===== src/rtl/sram_arb_pkg.sv =====
// Shared types for the two-port SRAM arbiter: FSM states,
// port ids and access-strobe length bounds.
package sram_arb_pkg;

  typedef enum logic [1:0] {
    IDLE,
    SETUP,
    ACCESS,
    DONE
  } state_t;

  typedef enum logic {
    PORT_CPU  = 1'b0,
    PORT_UART = 1'b1
  } port_t;

  localparam int WAIT_MIN = 1;
  localparam int WAIT_MAX = 15;

  // Down-counter load value; out-of-range lengths are clamped.
  function automatic logic [3:0] wait_load(input int w);
    int c;
    c = w;
    if (c < WAIT_MIN) c = WAIT_MIN;
    if (c > WAIT_MAX) c = WAIT_MAX;
    return 4'(c - 1);
  endfunction

endpackage


===== src/rtl/sram_arb_rr.sv =====
// Two-input round-robin arbiter.
// Ports: cpu_req, uart_req, last_grant in; grant out.
module sram_arb_rr
  import sram_arb_pkg::*;
(
  input  logic  cpu_req,
  input  logic  uart_req,
  input  port_t last_grant,
  output port_t grant
);

  always_comb begin
    grant = last_grant;
    unique case (1'b1)
      cpu_req & ~uart_req: grant = PORT_CPU;
      uart_req & ~cpu_req: grant = PORT_UART;
      cpu_req & uart_req:
        grant = (last_grant == PORT_CPU) ? PORT_UART
                                         : PORT_CPU;
      default: grant = last_grant;
    endcase
  end

endmodule


===== src/rtl/sram_arbiter.sv =====
// Two-port (CPU, UART loader) asynchronous SRAM arbiter with
// registered strobes. Ports: cpu_*/uart_* request ports with
// one-cycle ack, sram_* pad-side pins. Optional macro
// SRAM_ARB_BYTE_EN adds cpu_be/uart_be write byte enables.
module sram_arbiter
  import sram_arb_pkg::*;
#(
  parameter int ADDR_W      = 20,
  parameter int DATA_W      = 16,
  parameter int WAIT_CYCLES = 2
) (
  input  logic              clk,
  input  logic              rst_n,
  input  logic              cpu_req,
  input  logic              cpu_we,
  input  logic [ADDR_W-1:0] cpu_addr,
  input  logic [DATA_W-1:0] cpu_wdata,
`ifdef SRAM_ARB_BYTE_EN
  input  logic [1:0]        cpu_be,
  input  logic [1:0]        uart_be,
`endif
  output logic [DATA_W-1:0] cpu_rdata,
  output logic              cpu_ack,
  input  logic              uart_req,
  input  logic              uart_we,
  input  logic [ADDR_W-1:0] uart_addr,
  input  logic [DATA_W-1:0] uart_wdata,
  output logic [DATA_W-1:0] uart_rdata,
  output logic              uart_ack,
  output logic [ADDR_W-1:0] sram_addr,
  output logic              sram_ce_n,
  output logic              sram_oe_n,
  output logic              sram_we_n,
  output logic              sram_ub_n,
  output logic              sram_lb_n,
  output logic [DATA_W-1:0] sram_dq_out,
  output logic              sram_dq_oe,
  input  logic [DATA_W-1:0] sram_dq_in
);

  localparam logic [3:0] WLOAD = wait_load(WAIT_CYCLES);

  state_t state, nstate;
  port_t  grant, grant_q, last_grant;
  logic [3:0] cnt;
  logic       we_q, we_nx;
  logic       start, last;
  logic       ce_d, oe_d, we_d, ub_d, lb_d, dqoe_d;
  logic       cack_d, uack_d;
  logic [1:0] lane_n;

  sram_arb_rr u_rr (
    .cpu_req    (cpu_req),
    .uart_req   (uart_req),
    .last_grant (last_grant),
    .grant      (grant)
  );

  assign start = (state == IDLE) && (nstate == SETUP);
  assign last  = (state == ACCESS) && (cnt == 4'd0);

  // Outputs are registered from the next state, so the
  // attribute of the transaction must be seen one edge early.
  assign we_nx = (state == IDLE)
    ? ((grant == PORT_CPU) ? cpu_we : uart_we)
    : we_q;

`ifdef SRAM_ARB_BYTE_EN
  logic [1:0] be_q, be_nx;
  assign be_nx = (state == IDLE)
    ? ((grant == PORT_CPU) ? cpu_be : uart_be)
    : be_q;
  assign lane_n = we_nx ? ~be_nx : 2'b00;
`else
  assign lane_n = 2'b00;
`endif

  always_comb begin
    nstate = state;
    ce_d   = 1'b1;
    oe_d   = 1'b1;
    we_d   = 1'b1;
    ub_d   = 1'b1;
    lb_d   = 1'b1;
    dqoe_d = 1'b0;
    cack_d = 1'b0;
    uack_d = 1'b0;
    unique case (state)
      IDLE:
        if (cpu_req | uart_req) nstate = SETUP;
      SETUP:  nstate = ACCESS;
      ACCESS:
        if (cnt == 4'd0) nstate = DONE;
      DONE:   nstate = IDLE;
      default: nstate = IDLE;
    endcase
    unique case (nstate)
      SETUP: begin
        ce_d         = 1'b0;
        {ub_d, lb_d} = lane_n;
        dqoe_d       = we_nx;
      end
      ACCESS: begin
        ce_d         = 1'b0;
        {ub_d, lb_d} = lane_n;
        dqoe_d       = we_nx;
        oe_d         = we_nx;
        we_d         = ~we_nx;
      end
      DONE: begin
        cack_d = (grant_q == PORT_CPU);
        uack_d = (grant_q == PORT_UART);
      end
      default: ;
    endcase
  end

  always_ff @(posedge clk or negedge rst_n) begin
    if (!rst_n) begin
      state      <= IDLE;
      sram_ce_n  <= 1'b1;
      sram_oe_n  <= 1'b1;
      sram_we_n  <= 1'b1;
      sram_ub_n  <= 1'b1;
      sram_lb_n  <= 1'b1;
      sram_dq_oe <= 1'b0;
      cpu_ack    <= 1'b0;
      uart_ack   <= 1'b0;
    end else begin
      state      <= nstate;
      sram_ce_n  <= ce_d;
      sram_oe_n  <= oe_d;
      sram_we_n  <= we_d;
      sram_ub_n  <= ub_d;
      sram_lb_n  <= lb_d;
      sram_dq_oe <= dqoe_d;
      cpu_ack    <= cack_d;
      uart_ack   <= uack_d;
    end
  end

  always_ff @(posedge clk or negedge rst_n) begin
    if (!rst_n) begin
      grant_q     <= PORT_UART;
      last_grant  <= PORT_UART;
      we_q        <= 1'b0;
      sram_addr   <= '0;
      sram_dq_out <= '0;
`ifdef SRAM_ARB_BYTE_EN
      be_q        <= 2'b11;
`endif
    end else if (start) begin
      grant_q    <= grant;
      last_grant <= grant;
      we_q       <= we_nx;
      if (grant == PORT_CPU) begin
        sram_addr   <= cpu_addr;
        sram_dq_out <= cpu_wdata;
      end else begin
        sram_addr   <= uart_addr;
        sram_dq_out <= uart_wdata;
      end
`ifdef SRAM_ARB_BYTE_EN
      be_q <= be_nx;
`endif
    end
  end

  always_ff @(posedge clk or negedge rst_n) begin
    if (!rst_n) begin
      cnt        <= 4'd0;
      cpu_rdata  <= '0;
      uart_rdata <= '0;
    end else begin
      if (state == SETUP)
        cnt <= WLOAD;
      else if (state == ACCESS && cnt != 4'd0)
        cnt <= cnt - 4'd1;
      if (last && !we_q) begin
        if (grant_q == PORT_CPU) cpu_rdata  <= sram_dq_in;
        else                     uart_rdata <= sram_dq_in;
      end
    end
  end

endmodule


===== config.mk =====
export PLATFORM = sky130hd
export DESIGN_NAME = sram_arbiter
export DESIGN_NICKNAME = d
export VERILOG_FILES = /design/src/rtl/sram_arb_pkg.sv /design/src/rtl/sram_arb_rr.sv /design/src/rtl/sram_arbiter.sv
export SDC_FILE = /design/constraint.sdc
export NUM_CORES = 1
export LEC_CHECK = 0
export ABC_CLOCK_PERIOD_IN_PS = 7500
export CAP_MARGIN = 0
export CORE_MARGIN = 4
export CORE_UTILIZATION = 26
export DETAILED_ROUTE_END_ITERATION = 16
export PLACE_DENSITY = 0.56
export SYNTH_ARGS = -nofsm -noshare
export SYNTH_HDL_FRONTEND = slang
export SYNTH_SLANG_ARGS = --single-unit

===== constraint.sdc =====
create_clock -name clk -period 7.5 [get_ports clk]
set_clock_uncertainty 0.1 [all_clocks]
set_input_delay 1.5 -clock clk [delete_from_list [all_inputs] [get_ports clk]]
set_output_delay 1.5 -clock clk [all_outputs]
set_load 0.05 [all_outputs]

* Word level (Yosys, flattened, before mapping)
Index checks and enable logic that the tools add are counted.
** Operators by class
- Add/sub/neg operators :: 1
- $mul :: 0
- Div/mod/pow operators :: 0
- Order comparisons :: 0
- Equal/unequal tests :: 6
- Shifts and indexed selects :: 0
- Mux-type cells :: 17
- Bitwise gates (word level) :: 8
- Reductions and logical operators :: 12
** Operator list (count)
- 20-bit 2-to-1 mux :: 1
- 16-bit 2-to-1 mux :: 1
- 1-bit 2-to-1 mux :: 9
- 2-bit equality test, second input constant :: 4
- 4-bit 2-to-1 mux :: 2
- 2-bit one-hot mux with 4 select lines :: 1
- 2-bit by 1-bit equality test with 1-bit output, second input constant :: 2
- 1-bit logical AND :: 4
- 4-bit zero test :: 1
- 2-bit 2-to-1 mux :: 2
- 1-bit inverter :: 4
- 2-bit AND reduction :: 2
- 4-bit nonzero test :: 1
- 4-bit by 1-bit subtractor with 4-bit output, second input constant :: 1
- 1-bit bitwise AND :: 3
- 1-bit one-hot mux with 3 select lines :: 1
- 2-bit zero test :: 1
- 2-bit nonzero test :: 1
- 2-bit OR reduction :: 1
- 1-bit zero test :: 1
- 1-bit OR :: 1
** Storage, ports and cells
- Register bits after elaboration :: 82
- Latch bits :: 0
- Bits in writable memories :: 0
- Bits in read-only memories :: 0
- Input bits :: 94
- Logic and storage cells :: 58
- Memories kept :: 0

* Depth between registers and ports, before layout
- Depth after elaboration :: 7
- Depth in mapped cells :: 12

* Modules after synthesis
From an unflattened synthesis, not the netlist that was laid out.
** Second synthesis, totals
- Cells, all modules :: 290
- Area total of the unflattened synthesis :: 3626.0 sq um
** Modules (own cells, without submodules)
- sram_arbiter :: instances 1, cells an instance 288, area an instance 3612.2 sq um, sequential area each 2057.0 sq um
- sram_arb_rr :: instances 1, cells an instance 2, area an instance 13.8 sq um, sequential area each 0.0 sq um

* Least setup slack after synthesis
No wires, ideal clock.
- Path kind :: input to register
- Start :: in cpu_req
- End :: reg sram_addr[17]
- Setup time :: 141 ps
- Arrival :: 2907 ps
- Data required time :: 7259 ps
- Slack :: 4351 ps
- Stages :: 9
- Path buffers :: 3
- Cell sequence :: o31ai_1 o21ai_0 ha_1 and2_1 clkbuf_1 buf_1 buf_1 nor2_1 a31oi_1
** Between the ends
- Word-level cells in the longest chain between the ends :: 5
- Elaborated cells between the ends (all ways) :: 11
** RTL lines
- start, declared :: line sram_arbiter.sv:14 : input logic cpu_req,
- 1-bit OR :: line sram_arbiter.sv:90 : if (cpu_req | uart_req) nstate = SETUP;
- 2-bit 2-to-1 mux :: line sram_arbiter.sv:90
- 2-bit one-hot mux with 4 select lines :: line sram_arbiter.sv:88 : unique case (state)
- named net nstate[0] :: line sram_arbiter.sv:43 : state_t state, nstate;
- 2-bit by 1-bit equality test with 1-bit output :: line sram_arbiter.sv:59 : assign start = (state == IDLE) && (nstate == SETUP);
- 1-bit logical AND :: line sram_arbiter.sv:59
- end signal, assigned :: line sram_arbiter.sv:157 : sram_addr <= cpu_addr;
- end signal, assigned :: line sram_arbiter.sv:160 : sram_addr <= uart_addr;
- end, declared :: line sram_arbiter.sv:30 : output logic [ADDR_W-1:0] sram_addr,
The timed path passes the listed nets, and every way through them passes these cells.
A chain may end at the register's enable or synchronous reset.

* Final worst setup path
- Start :: in cpu_req
- End :: reg sram_dq_out[3]
** Between the ends
- Word-level cells in the longest chain between the ends :: 5
- Elaborated cells between the ends (all ways) :: 11
** RTL lines
- 1-bit OR :: line sram_arbiter.sv:90
- 2-bit 2-to-1 mux :: line sram_arbiter.sv:90
- 2-bit one-hot mux with 4 select lines :: line sram_arbiter.sv:88
- named net nstate[0] :: line sram_arbiter.sv:43
- 2-bit by 1-bit equality test with 1-bit output :: line sram_arbiter.sv:59
- 1-bit logical AND :: line sram_arbiter.sv:59
- end signal, assigned :: line sram_arbiter.sv:158 : sram_dq_out <= cpu_wdata;
- end signal, assigned :: line sram_arbiter.sv:161 : sram_dq_out <= uart_wdata;
- end, declared :: line sram_arbiter.sv:36 : output logic [DATA_W-1:0] sram_dq_out,
The timed path passes the listed nets, and every way through them passes these cells.

==> results_dict.tcl <==
set metrics [dict create \
    ys_ff_latch 82 \
    power_leakage_nw 2.416 \
    ant_nets 0 \
    async_reset_ff_share_pct 100.0 \
    post_synth_num_cell_types 35 \
    grt-ovfl-total 0 \
    tns_ns 0 \
    synth_top_flop_cell "dfrtp_1" \
    grt_pass1_vias 3332 \
    dpl.hpwl_um 7599 \
    yosysWarnings 0 \
    pwr_density_cell_nw_per_um2 521.9 \
    critPathTopFamily "buffers and inverters" \
    timing.final.crit_share_pct 46.09 \
    netlist_top_cells_area "dfrtp_1 (52%), mux2_2 (6.6%), a31oi_1 (6.4%), o21ai_0 (5.2%), nand3_1 (5.1%)" \
    relSlewSlack_pct 31.35 \
    worstReg2RegStart "cnt[0]" \
    avgViaCountPerCell 4.692 \
    drive_above_1_share_pct 13.24 \
    htree_levels 3 \
    synthCells 347 \
    fin_util_pct 42.06 \
    setup_viol 0 \
    coreArea_sq_um 13990 \
    fmax_mhz 289.3 \
    firstDrtPassIters 4 \
    syn-cell-area_sq_um 3732 \
    yosysSeqAreaShare_pct 55.11 \
    portBuffers 169 \
    hold_depth 1 \
    die_area_sq_um 16340 \
    hold_class "flop to flop" \
    diodes 0 \
    post-cts-setup-buffer-count 0 \
    path_cells "clkdlybuf4s50_1 -> o31ai_1 -> o21ai_0 -> ha_1 -> and2_2 -> buf_4 -> nor2_1 -> a31oi_1" \
    cts_tree "done" \
    yosys.area.top_type "dfrtp_1" \
    hold_viol_final 0 \
    initial_core_util_pct 26.68 \
    clock_latency_ns 0.33 \
    tightestPinTransition_ns 1.030 \
    avgSynthCellArea_sq_um 10.76 \
    hold_buffers 0 \
    endpoint_kind "flop" \
    num-nets-final 604 \
    timing.final.max_slew_violations 0 \
    synth_edf_count 0 \
    start_kind "input port" \
    whs_endpoint "uart_rdata[6]" \
    clk_path_buf_depth 2 \
    syn_nets 450 \
    yosysTopAreaCellShare_pct 52.30 \
    critPathMaxFanout 72 \
    cp.required_ns 7.58 \
    crit_type "input port to flop" \
    wire_per_inst_um 15.72 \
    whs_ns 0.4025 \
    min_from "uart_rdata[6]" \
    critPathLaunch "cpu_req" \
    grt_util_all_layers_pct 13.35 \
    rsz0062_at_grt "false" \
    clkTransAtPathRegs_ns 0.06 \
    areaGrowthSynthToFinish_pct 57.63 \
    cap_violations 0 \
    clkSinkCount 82 \
    clockRootBuffer "clkbuf_16" \
    cts_resized 0 \
    arrival_ns 3.53 \
    peakVddDrop_mv 0.1643 \
    crit_buf_inv 2 \
    vias 3219 \
    pin_count 170 \
    antenna_found_initial 0 \
    crit_slowest_cell "clkdlybuf4s50_1" \
    drc 0 \
    die_height_um 127.8 \
    synth_common_cells "dfrtp_1 (78), nor2_1 (40), o21ai_0 (39), a31oi_1 (38), nand3_1 (38)" \
    routed_wl_um 10790 \
    grt_pass1_wl_um 17370 \
    min_period_ns 3.457 \
    reg2regPathDepth 10 \
    drtIter0Drc 121 \
    gp_congestion 0.7510 \
    grt_start_max_net_pins 83 \
    fp.dieW_um 127.8 \
    slowest_delay_ns 0.45 \
    reg2reg_slack_ns 4.69 \
    status "complete, no violations" \
    rows 43 \
    rr_endpoint "sram_dq_out[3]" \
    numCtsBuffers 9 \
    yosysMostFrequentCell "dfrtp_1" \
]
-- cell usage in the layout (no fill, tap or decap), types with 9 or more instances in the layout --
cell             count
a31oi_1             38
clkbuf_16            9
clkdlybuf4s50_1    168
dfrtp_1             78
ha_1                 9
mux2_2              22
mux2_4              10
nand3_1             38
nor2_1              40
o21ai_0             39
-- state kept, by name (all words and copies together) (netlist names) --
| signal | count |
|---|---|
| cnt | 4 |
| sram_dq_oe | 1 |
| uart_ack | 1 |
| state | 2 |
| sram_lb_n | 1 |
| sram_we_n | 1 |
| cpu_ack | 1 |
| we_q | 1 |
| sram_addr | 20 |
| cpu_rdata | 16 |
| sram_oe_n | 1 |
| last_grant | 1 |
| sram_dq_out | 16 |
| uart_rdata | 16 |
-- power breakdown --
part | internal (mW) | switching [mW] | leakage [nW]
Clock | 0.311 | 0.174 | 0.166
Combinational | 0.635 | 1.15 | 1.28
Sequential | 0.674 | 0.125 | 0.967
-- cell type report --
cell class                      instances  area, sq um
Clock inverter                          5        86.33
Sequential cell                        82         2057
Fill cell                            1383         8105
Clock buffer                           11        252.7
Timing Repair Buffer                  175         1734
Multi-Input combinational cell        227         1505
Inverter                                6        22.52
Tap cell                              180        225.2
-- stage by stage --
step | std cells | area (sq um) | power, mW | setup WS (ns)
6_report | 686 | 5883 | 3.070 | 4.043
2_1_floorplan | 347 | 3732 | 1.998 | 4.352
4_1_cts | 686 | 5883 | 3.114 | 4.097
5_1_grt | 686 | 5883 | 3.245 | 3.948
3_5_place_dp | 670 | 5544 | 2.612 | 3.704
3_3_place_gp | 670 | 5544 | 2.585 | 3.780
-- layer usage --
metal	track usage (%)	vias up	wire, um
li1	-	1553	-
met1	16.98	1527	4962
met4	6.117	0	179
met2	20.52	125	4819
met3	4.500	14	823
met5	0	-	0
-- worst max-delay path by stage --
stage                                end  slack, ns  cells past startpoint
final                     sram_dq_out[3]       4.04                      8
after global routing        sram_addr[0]       3.95                      8
after CTS                  sram_addr[15]       4.10                      8
after detailed placement   sram_addr[15]       3.70                      8
after global placement    sram_dq_out[3]       3.78                      8
after floorplan            sram_addr[17]       4.35                      9
-- cell families (layout without fill, tap and decap cells) --
family	count (synthesis)	after routing	synth area share, %
AOI/OAI and AO/OA	86	86	13.17
adders and majority gates	9	9	3.017
buffers and inverters	38	197	4.727
DFF	82	82	55.11
muxes	32	32	10.66
and+or+nand+nor	100	100	13.31
Note: power is estimated with default switching activity, not from simulation.
